<file path="config.mk">
export PLATFORM = sky130hd
export DESIGN_NAME = video_stream_repacker_flat
export DESIGN_NICKNAME = d
export VERILOG_FILES = /design/src/rtl/video_stream_repacker_if.sv /design/src/rtl/video_stream_repacker.sv /design/src/flat_wrapper.sv
export SDC_FILE = /design/constraint.sdc
export NUM_CORES = 1
export LEC_CHECK = 0
export ABC_AREA = 1
export CAP_MARGIN = 10
export CORE_AREA = 2 2 144 146
export CTS_CLUSTER_DIAMETER = 100
export DETAILED_ROUTE_END_ITERATION = 16
export DIE_AREA = 0 0 146 148
export GPL_TIMING_DRIVEN = 1
export HOLD_SLACK_MARGIN = 0.1
export PLACE_DENSITY = 0.72
export RECOVER_POWER = 50
export SLEW_MARGIN = 15
export SYNTH_ARGS = -nofsm -noshare
export SYNTH_HDL_FRONTEND = slang
export SYNTH_SLANG_ARGS = --single-unit
</file>
<file path="constraint.sdc">
create_clock -name clk_i -period 11.1 [get_ports clk_i]
set_input_delay 1.11 -clock clk_i [delete_from_list [all_inputs] [get_ports clk_i]]
set_output_delay 1.11 -clock clk_i [all_outputs]
set_load 0.01 [all_outputs]
</file>
<file path="src/rtl/video_stream_repacker_if.sv">
// Pixel stream bundle: lane-packed data, per-lane valids and line/frame markers.
interface video_stream_repacker_if #(
  parameter int PX_WIDTH   = 12,
  parameter int PX_PER_CLK = 4
);
  logic [PX_PER_CLK-1:0][PX_WIDTH-1:0] px_data;
  logic [PX_PER_CLK-1:0]               px_data_val;
  logic                                line_start;
  logic                                line_end;
  logic                                frame_start;
  logic                                frame_end;

  modport master (output px_data, px_data_val, line_start, line_end, frame_start, frame_end);
  modport slave  (input  px_data, px_data_val, line_start, line_end, frame_start, frame_end);
endinterface

</file>
<file path="src/rtl/video_stream_repacker.sv">
// Compacts sparse per-lane-valid pixel beats into dense PX_PER_CLK words and regenerates markers.
// Define VIDEO_STREAM_REPACKER_PAD_EN to replicate the last pixel into a line's unused tail lanes.
module video_stream_repacker #(
  parameter int PX_WIDTH   = 12,
  parameter int PX_PER_CLK = 4
) (
  input  logic                    clk_i,
  input  logic                    rst_i,
  video_stream_repacker_if.slave  s_if,
  video_stream_repacker_if.master m_if,
  output logic                    err_o
);
  localparam int P  = PX_PER_CLK;
  localparam int CW = $clog2(P);

  typedef logic [PX_WIDTH-1:0] px_t;
  typedef px_t [P-1:0]         word_t;
  typedef px_t [2*P-1:0]       dword_t;
  typedef enum logic {RUN, TAIL} state_t;

  function automatic word_t shape(input word_t w, input int r);
    word_t o;
    px_t   last;
    o = '0; last = '0;
    for (int j = 0; j < P; j++) begin
      if (j < r) begin
        o[j] = w[j];
        last = w[j];
      end
`ifdef VIDEO_STREAM_REPACKER_PAD_EN
      else o[j] = last;
`endif
    end
    return o;
  endfunction

  function automatic logic [P-1:0] lane_mask(input int r);
    logic [P-1:0] m;
    for (int j = 0; j < P; j++) m[j] = (j < r);
`ifdef VIDEO_STREAM_REPACKER_PAD_EN
    m = '1;
`endif
    return m;
  endfunction

  state_t        state_q, state_d;
  word_t         res_q, res_d, tail_q, tail_d, dat_q, dat_d;
  logic [CW-1:0] cnt_q, cnt_d, tcnt_q, tcnt_d;
  logic [P-1:0]  val_q, val_d;
  logic          ls_q, ls_d, le_q, le_d, fs_q, fs_d, fe_q, fe_d;
  logic          lsp_q, lsp_d, fsp_q, fsp_d, tfe_q, tfe_d, err_q, err_d;

  dword_t buf_c;
  word_t  lo, hi;
  int     tot;
  logic   beat, ls_eff, fs_eff;

  assign beat   = |s_if.px_data_val;
  assign ls_eff = lsp_q | (beat & (s_if.line_start | s_if.frame_start));
  assign fs_eff = fsp_q | (beat & s_if.frame_start);

  // Residue followed by this beat's valid lanes in lane order.
  always_comb begin
    buf_c = '0;
    for (int i = 0; i < P; i++)
      if (i < int'(cnt_q)) buf_c[i] = res_q[i];
    tot = int'(cnt_q);
    for (int i = 0; i < P; i++) begin
      if (s_if.px_data_val[i]) begin
        for (int k = 0; k < 2*P; k++)
          if (k == tot) buf_c[k] = s_if.px_data[i];
        tot = tot + 1;
      end
    end
    for (int i = 0; i < P; i++) begin
      lo[i] = buf_c[i];
      hi[i] = buf_c[P+i];
    end
  end

  always_comb begin
    state_d = state_q;
    res_d   = res_q;
    cnt_d   = cnt_q;
    tail_d  = tail_q;
    tcnt_d  = tcnt_q;
    tfe_d   = tfe_q;
    lsp_d   = lsp_q;
    fsp_d   = fsp_q;
    err_d   = err_q;
    dat_d   = '0;
    val_d   = '0;
    ls_d    = 1'b0;
    le_d    = 1'b0;
    fs_d    = 1'b0;
    fe_d    = 1'b0;
    if (state_q == TAIL) begin
      // A beat landing here breaks the idle-gap contract; it is discarded whole.
      dat_d   = shape(tail_q, int'(tcnt_q));
      val_d   = lane_mask(int'(tcnt_q));
      le_d    = 1'b1;
      fe_d    = tfe_q;
      state_d = RUN;
      if (beat) err_d = 1'b1;
    end else if (beat) begin
      if (s_if.line_end && tot <= P) begin
        dat_d = shape(lo, tot);
        val_d = lane_mask(tot);
        ls_d  = ls_eff;
        fs_d  = fs_eff;
        le_d  = 1'b1;
        fe_d  = s_if.frame_end;
        cnt_d = '0;
        lsp_d = 1'b0;
        fsp_d = 1'b0;
      end else if (tot >= P) begin
        dat_d = lo;
        val_d = '1;
        ls_d  = ls_eff;
        fs_d  = fs_eff;
        lsp_d = 1'b0;
        fsp_d = 1'b0;
        res_d = hi;
        cnt_d = CW'(tot - P);
        if (s_if.line_end) begin
          tail_d  = hi;
          tcnt_d  = CW'(tot - P);
          tfe_d   = s_if.frame_end;
          cnt_d   = '0;
          state_d = TAIL;
        end
      end else begin
        res_d = lo;
        cnt_d = CW'(tot);
        lsp_d = ls_eff;
        fsp_d = fs_eff;
      end
    end
  end

  always_ff @(posedge clk_i or negedge rst_i) begin
    if (!rst_i) begin
      state_q <= RUN;
      res_q   <= '0;
      cnt_q   <= '0;
      tail_q  <= '0;
      tcnt_q  <= '0;
      tfe_q   <= 1'b0;
      lsp_q   <= 1'b0;
      fsp_q   <= 1'b0;
      err_q   <= 1'b0;
      dat_q   <= '0;
      val_q   <= '0;
      ls_q    <= 1'b0;
      le_q    <= 1'b0;
      fs_q    <= 1'b0;
      fe_q    <= 1'b0;
    end else begin
      state_q <= state_d;
      res_q   <= res_d;
      cnt_q   <= cnt_d;
      tail_q  <= tail_d;
      tcnt_q  <= tcnt_d;
      tfe_q   <= tfe_d;
      lsp_q   <= lsp_d;
      fsp_q   <= fsp_d;
      err_q   <= err_d;
      dat_q   <= dat_d;
      val_q   <= val_d;
      ls_q    <= ls_d;
      le_q    <= le_d;
      fs_q    <= fs_d;
      fe_q    <= fe_d;
    end
  end

  assign m_if.px_data     = dat_q;
  assign m_if.px_data_val = val_q;
  assign m_if.line_start  = ls_q;
  assign m_if.line_end    = le_q;
  assign m_if.frame_start = fs_q;
  assign m_if.frame_end   = fe_q;
  assign err_o            = err_q;
endmodule

</file>
<file path="src/flat_wrapper.sv">
// flat-port wrapper written by rule: the top's interface ports become plain ports
module video_stream_repacker_flat 
#(
  parameter int PX_WIDTH   = 12,
  parameter int PX_PER_CLK = 4
)
  (clk_i, rst_i, err_o, s_if_px_data, s_if_px_data_val, s_if_line_start, s_if_line_end, s_if_frame_start, s_if_frame_end, m_if_px_data, m_if_px_data_val, m_if_line_start, m_if_line_end, m_if_frame_start, m_if_frame_end);
  video_stream_repacker_if #(.PX_WIDTH(PX_WIDTH), .PX_PER_CLK(PX_PER_CLK)) s_if_i ();
  video_stream_repacker_if #(.PX_WIDTH(PX_WIDTH), .PX_PER_CLK(PX_PER_CLK)) m_if_i ();
  input  logic clk_i;
  input  logic rst_i;
  output logic err_o;
  input wire logic [$bits(s_if_i.px_data)-1:0] s_if_px_data;
  input wire logic [$bits(s_if_i.px_data_val)-1:0] s_if_px_data_val;
  input wire logic [$bits(s_if_i.line_start)-1:0] s_if_line_start;
  input wire logic [$bits(s_if_i.line_end)-1:0] s_if_line_end;
  input wire logic [$bits(s_if_i.frame_start)-1:0] s_if_frame_start;
  input wire logic [$bits(s_if_i.frame_end)-1:0] s_if_frame_end;
  output wire logic [$bits(m_if_i.px_data)-1:0] m_if_px_data;
  output wire logic [$bits(m_if_i.px_data_val)-1:0] m_if_px_data_val;
  output wire logic [$bits(m_if_i.line_start)-1:0] m_if_line_start;
  output wire logic [$bits(m_if_i.line_end)-1:0] m_if_line_end;
  output wire logic [$bits(m_if_i.frame_start)-1:0] m_if_frame_start;
  output wire logic [$bits(m_if_i.frame_end)-1:0] m_if_frame_end;
  assign s_if_i.px_data = s_if_px_data;
  assign s_if_i.px_data_val = s_if_px_data_val;
  assign s_if_i.line_start = s_if_line_start;
  assign s_if_i.line_end = s_if_line_end;
  assign s_if_i.frame_start = s_if_frame_start;
  assign s_if_i.frame_end = s_if_frame_end;
  assign m_if_px_data = m_if_i.px_data;
  assign m_if_px_data_val = m_if_i.px_data_val;
  assign m_if_line_start = m_if_i.line_start;
  assign m_if_line_end = m_if_i.line_end;
  assign m_if_frame_start = m_if_i.frame_start;
  assign m_if_frame_end = m_if_i.frame_end;
  video_stream_repacker #(.PX_WIDTH(PX_WIDTH), .PX_PER_CLK(PX_PER_CLK)) u_core (.clk_i(clk_i), .rst_i(rst_i), .s_if(s_if_i), .m_if(m_if_i), .err_o(err_o));
endmodule
</file>
# After elaboration in Yosys (flattened, before gate mapping)
# Index checks and enable logic that the tools add are counted.
# Widths: inputs -> output; s select.
[classes] n_bitwise=7 n_eq_ne=23 order_cmp=12 mux=80 n_reduce_logical=10 n_addsub=5
[op_table] cell="$mux 12" count=37
[op_table] cell="$eq 4x32->1 const A" count=11
[op_table] cell="$mux 48" count=5
[op_table] cell="$eq 3x32->1 const A" count=6
[op_table] cell="$mux 96" count=2
[op_table] cell="$mux 32" count=4
[op_table] cell="$add 32x2->32 const B" count=3
[op_table] cell="$eq 2x32->1 const A" count=3
[op_table] cell="$logic_not 32->1" count=3
[op_table] cell="$mux 84" count=1
[op_table] cell="$lt 3x32->1 const A" count=2
[op_table] cell="$mux 36" count=1
[op_table] cell="$ge 32x4->1 const B" count=1
[op_table] cell="$le 32x4->1 const B" count=1
[op_table] cell="$lt 1x32->1 const A" count=1
[op_table] cell="$lt 2x32->1 const A" count=1
[op_table] cell="$mux 1" count=23
[op_table] cell="$mux 4" count=4
[op_table] cell="$lt 1x2->1 const A" count=4
[op_table] cell="$mux 2" count=3
[op_table] cell="$reduce_and 5->1" count=1
[op_table] cell="$eq 2x2->1 const A" count=2
[op_table] cell="$lt 2x2->1 const A" count=2
[op_table] cell="$reduce_and 2->1" count=2
[op_table] cell="other kinds (10)" count=14
[word_totals] in_bits=58 regBits=137

# Depth between registers and ports, before layout
[logic_depth] word_depth=14 mapped_depth=27

# Least setup slack after synthesis
# Ideal clock, no wire load.
[synth_path] path_kind="input port to flip-flop" startpoint="input port s_if_px_data_val[0]" endpoint="register u_core.res_q[11] in the netlist's numbering" setup_ps=117 t_arrival_ps=3868 setup_slack_ps=7115 cell_stages=22 cell_sequence="buf_4 nand2_1 nand2_1 inv_1 ha_1 or2_1 nand2_1 inv_1 ha_1 nand2_1 nand2_1 ha_1 nand2_1 inv_1 nand2_2 nand2_1 buf_2 o211ai_2 nand2_2 buf_4 nand2_1 nand2_1"
[synth_via] elab_chain_cells=11 elab_cells_between_ends=30
[synth_rtl] item="start: declaration" line="flat_wrapper.sv:14" text="input wire logic [$bits(s_if_i.px_data_val)-1:0] s_if_px_data_val;"
[synth_rtl] item="$mux 32" line="video_stream_repacker.sv:69" text="if (s_if.px_data_val[i]) begin"
[synth_rtl] item="$add 32x2->32" line="video_stream_repacker.sv:72" text="tot = tot + 1;"
[synth_rtl] item="$mux 32" line="video_stream_repacker.sv:69"
[synth_rtl] item="$add 32x2->32" line="video_stream_repacker.sv:72"
[synth_rtl] item="$mux 32" line="video_stream_repacker.sv:69"
[synth_rtl] item="$add 32x2->32" line="video_stream_repacker.sv:72"
[synth_rtl] item="$mux 32" line="video_stream_repacker.sv:69"
[synth_rtl] item="$le 32x4->1" line="video_stream_repacker.sv:106" text="if (s_if.line_end && tot <= P) begin"
[synth_rtl] item="$logic_and 1x1->1" line="video_stream_repacker.sv:106"
[synth_rtl] item="$not 1->1 (no line)"
[synth_rtl] item="$reduce_and 3->1 (no line)"
[synth_rtl] item="end signal: assignment" line="video_stream_repacker.sv:160" text="res_q <= res_d;"
[synth_rtl] item="end: declaration" line="video_stream_repacker.sv:47" text="word_t res_q, res_d, tail_q, tail_d, dat_q, dat_d;"
# Parallel ways exist; a longest one is shown, timed or not.
# A chain may end at the register's enable or synchronous reset.

# Worst setup path after layout
[layout_path] startpoint="input port s_if_px_data_val[0]" endpoint="register u_core.tail_q[5] in the netlist's numbering"
[layout_via] elab_chain_cells=11 elab_cells_between_ends=22
[layout_rtl] item="$mux 32" line="video_stream_repacker.sv:69"
[layout_rtl] item="$add 32x2->32" line="video_stream_repacker.sv:72"
[layout_rtl] item="$mux 32" line="video_stream_repacker.sv:69"
[layout_rtl] item="$add 32x2->32" line="video_stream_repacker.sv:72"
[layout_rtl] item="$mux 32" line="video_stream_repacker.sv:69"
[layout_rtl] item="$add 32x2->32" line="video_stream_repacker.sv:72"
[layout_rtl] item="$mux 32" line="video_stream_repacker.sv:69"
[layout_rtl] item="$le 32x4->1" line="video_stream_repacker.sv:106"
[layout_rtl] item="$logic_and 1x1->1" line="video_stream_repacker.sv:106"
[layout_rtl] item="$not 1->1 (no line)"
[layout_rtl] item="$reduce_and 5->1 (no line)"
[layout_rtl] item="end signal: assignment" line="video_stream_repacker.sv:162" text="tail_q <= tail_d;"
[layout_rtl] item="end: declaration" line="video_stream_repacker.sv:47"
# Parallel ways exist; a longest one is shown, timed or not.

==> reports/qor.yml <==
portBuffers: 114
synth_warnings: 0
antenna_found_initial: 0
cts_inserted_buffers: 17
synth_nets: 1657
fp.dieH_um: 148
leakagePower_nw: 6.427
status: "complete, but fails checks"
gr-total-overflow: 0
skew_ns: 0.01852
synth_edf_count: 0
grtUsageTotal_pct: 37.62
post_drt_wl_per_cell_um: 21.24
wl_met2_mm: 18.01
timing.final.hold_violations: 0
drv_slew: 140
antenna_left: 0
p_per_area_nw_per_um2: 216.6
nets: 1694
synth_area_leaders: "dfrtp_1 35%, nand2_1 28%, nand3_1 8.1%"
fmax_ghz: 0.1447
setup_viol: 0
cts_tree: "done"
die-area_um2: 21610
vdd_drop_max_mv: 0.1251
num_rows: 52
synth_most_common_cell: "nand2_1"
fin_ws_ns: 4.189
hpwl_mm: 29.44
crit_fanout: 42
routabilityCongestion: 0.9982
synth_top_area_share_pct: 34.62
power_w: 0.002498
synthArstFlopShare_pct: 100.0
yosys.area.top_type: "dfrtp_1"
cpPeakStageDelay_ns: 0.97
path_buf_inv: 7
reg2reg_slack_ns: 4.44
firstDrtPassIters: 6
routedLengthMet1_mm: 15.53
crit_path_start_kind: "input pin"
synth_cell_types: 30
synth_flop_cell: "dfrtp_1"
cap_violations: 2
die_w_um: 146
setup_tns_ns: 0
grt_pass1_wl_mm: 61.09
drive_gt1_share_pct: 4.779
root_buffer: "clkbuf_16"
tightest_slew_ns: 3.969
synth_seq_cells: 137
crit_top_cell: "nand2_1"
post_cts_resized: 0
cp_top_family: "simple AND/OR/NAND/NOR gates"
fin_crit_ns: 6.911
drt-initial-drc-count: 1540
critical_path_required_ns: 11.41
crit_arrival_ns: 7.22
h-tree-depth: 4
worstSkewPairLatency_ns: 0.45
routed.top_layer: "met4"
cts_buffer_depth: 2
path_clk_slew_ns: 0.07
crit_chain: "clkdlybuf4s50_1 -> inv_1 -> nand2_1 -> nand2_1 -> inv_1 -> ha_1 -> or2_1 -> nand2_1 -> inv_1 -> ha_1 -> nand2_1 -> nand2_1 -> ha_1 -> nand2_1 -> inv_1 -> nand2_2 -> nand2_1 -> buf_4 -> nand3_2 -> nand3_2 -> inv_2 -> nand2_1 -> nand2_1"
pin_count: 115
cp-end-kind: "flip-flop"
start_util_pct: 49.41
syn_to_final_growth_pct: 16.45
seq_area_frac_synth_pct: 34.62
cpMaxStageDelayCell: "nand3_2"
wirelength_mm: 40.39
syn_inst: 1582
netlist_top_cells_count: "732 x nand2_1, 160 x nand3_1, 149 x o21ai_0"
core_area_um2: 20040
min_period_over_period_pct: 62.26
pre_cts_ws_ns: 3.910
final_core_util_pct: 57.54
num_vias: 11199
relSlewSlack_pct: -164.6
n_antenna_cell: 0
post-cts-setup-buffer-count: 0
rsz0062_at_grt: "no"
hold_buffers: 0
criticalPathCategory: "in2reg"
wl_met3_mm: 4.024
grt_pass1_vias: 10489
avgSynthCellArea_um2: 6.259
hold_class: "reg2reg"
cts_sinks: 137
drc: 0
synth_area_um2: 9902
via_per_inst: 5.888
failed_checks: "capacitance limit, slew limit"
grt_max_degree: 71
[sequential cells by signal (all words and copies together) (netlist names)]
name and cells:
u_core.fsp_q 1, u_core.tail_q 36, u_core.err_o 1, u_core.tcnt_q 2
u_core.m_if.line_end 1, u_core.m_if.px_data_val 4, u_core.state_q 1, u_core.m_if.frame_start 1
u_core.tfe_q 1, u_core.m_if.frame_end 1, u_core.m_if.px_data 48, u_core.cnt_q 2
u_core.m_if.line_start 1, u_core.lsp_q 1, u_core.res_q 36
[final cells by class]
type	count	area, µm²
Inverter	136	510.5
Clock inverter	15	173.9
Clock buffer	17	425.4
Sequential cell	137	3428
Multi-Input combinational cell	1203	5449
Fill cell	2054	8508
Timing Repair Buffer	124	1206
Tap cell	270	337.8
[stage by stage]
stage	instances	hold WS [ns]	instance area (µm²)
floorplan	1582	0.4419	9902
global placement	1870	0.4545	10940
detailed placement	1870	0.4586	10940
CTS	1902	0.4762	11540
global route	1902	0.4904	11530
finish	1902	0.4748	11530
[kinds of logic (layout without fill, tap and decap cells)]
logic type	after synthesis	count (layout)	synth area share, %
DFF	137	137	34.62
adders and majority gates	17	17	2.148
buffers and inverters	242	292	10.55
and+or+nand+nor	988	988	41.80
AOI/OAI and AO/OA	198	198	10.88
[path summary, 6_finish.rpt]
kind                                           from                       to  cells after the start
worst max-delay path            s_if_px_data_val[0]         u_core.tail_q[5]                     23
worst min-delay path               u_core.res_q[30]         u_core.res_q[30]                      2
worst max register to register      u_core.cnt_q[1]         u_core.tail_q[5]                     22
worst min register to register     u_core.res_q[30]         u_core.res_q[30]                      2
max in group asynchronous                     rst_i  u_core.m_if.px_data[22]                      2
min in group asynchronous                     rst_i          u_core.res_q[3]                      1
[layer usage]
metal | global-route usage (%) | vias up
met5 | 0 | -
met1 | 49.01 | 5211
met2 | 58.44 | 719
li1 | - | 5121
met3 | 6.204 | 148
met4 | 24.13 | 0
[where the power goes]
part | internal (W) | switching, W | total [W] | leakage [nW]
clock | 0.000322 | 0.000279 | 0.000601 | 0.291
sequential | 0.000660 | 0.0000834 | 0.000744 | 1.84
combinational | 0.000345 | 0.000809 | 0.00115 | 4.30
total | 0.00133 | 0.00117 | 0.00250 | 6.43
[layout by cell type, fill, tap and decap left out]
cell type        count
nor2_4               2
o32ai_1             12
inv_8                3
a21oi_1             13
nand3_1            160
dfrtp_1            137
nand2_4              2
nor2_1              15
bufinv_16            1
o21ai_2              2
inv_6                6
nand2_2              9
o22ai_1             14
o21ai_1              5
or2_1                3
clkinv_8             2
inv_2                6
o21ai_0            149
nor4_1               1
o21bai_1             1
nand2_1            732
o211ai_2             1
clkdlybuf4s50_1     85
nor2_2               9
nand4_1             49
o21bai_2             1
nand3_2              4
buf_4                9
clkbuf_16           17
nor3_1               1
nor2_8               1
ha_1                17
clkinv_4             2
dlygate4sd3_1       28
clkbuf_1             2
inv_1              130
clkinvlp_4           1
[worst reg2reg max path: cells and delay by family (launching register included)]
kind / cells / cell delay (ns)
flip-flops: 1 / 0.76
AND/OR/NAND/NOR: 13 / 3.09
buffers and inverters: 5 / 1.62
adder cells (fa/ha/maj): 4 / 1.05
Note: power is estimated with default switching activity, not from simulation.
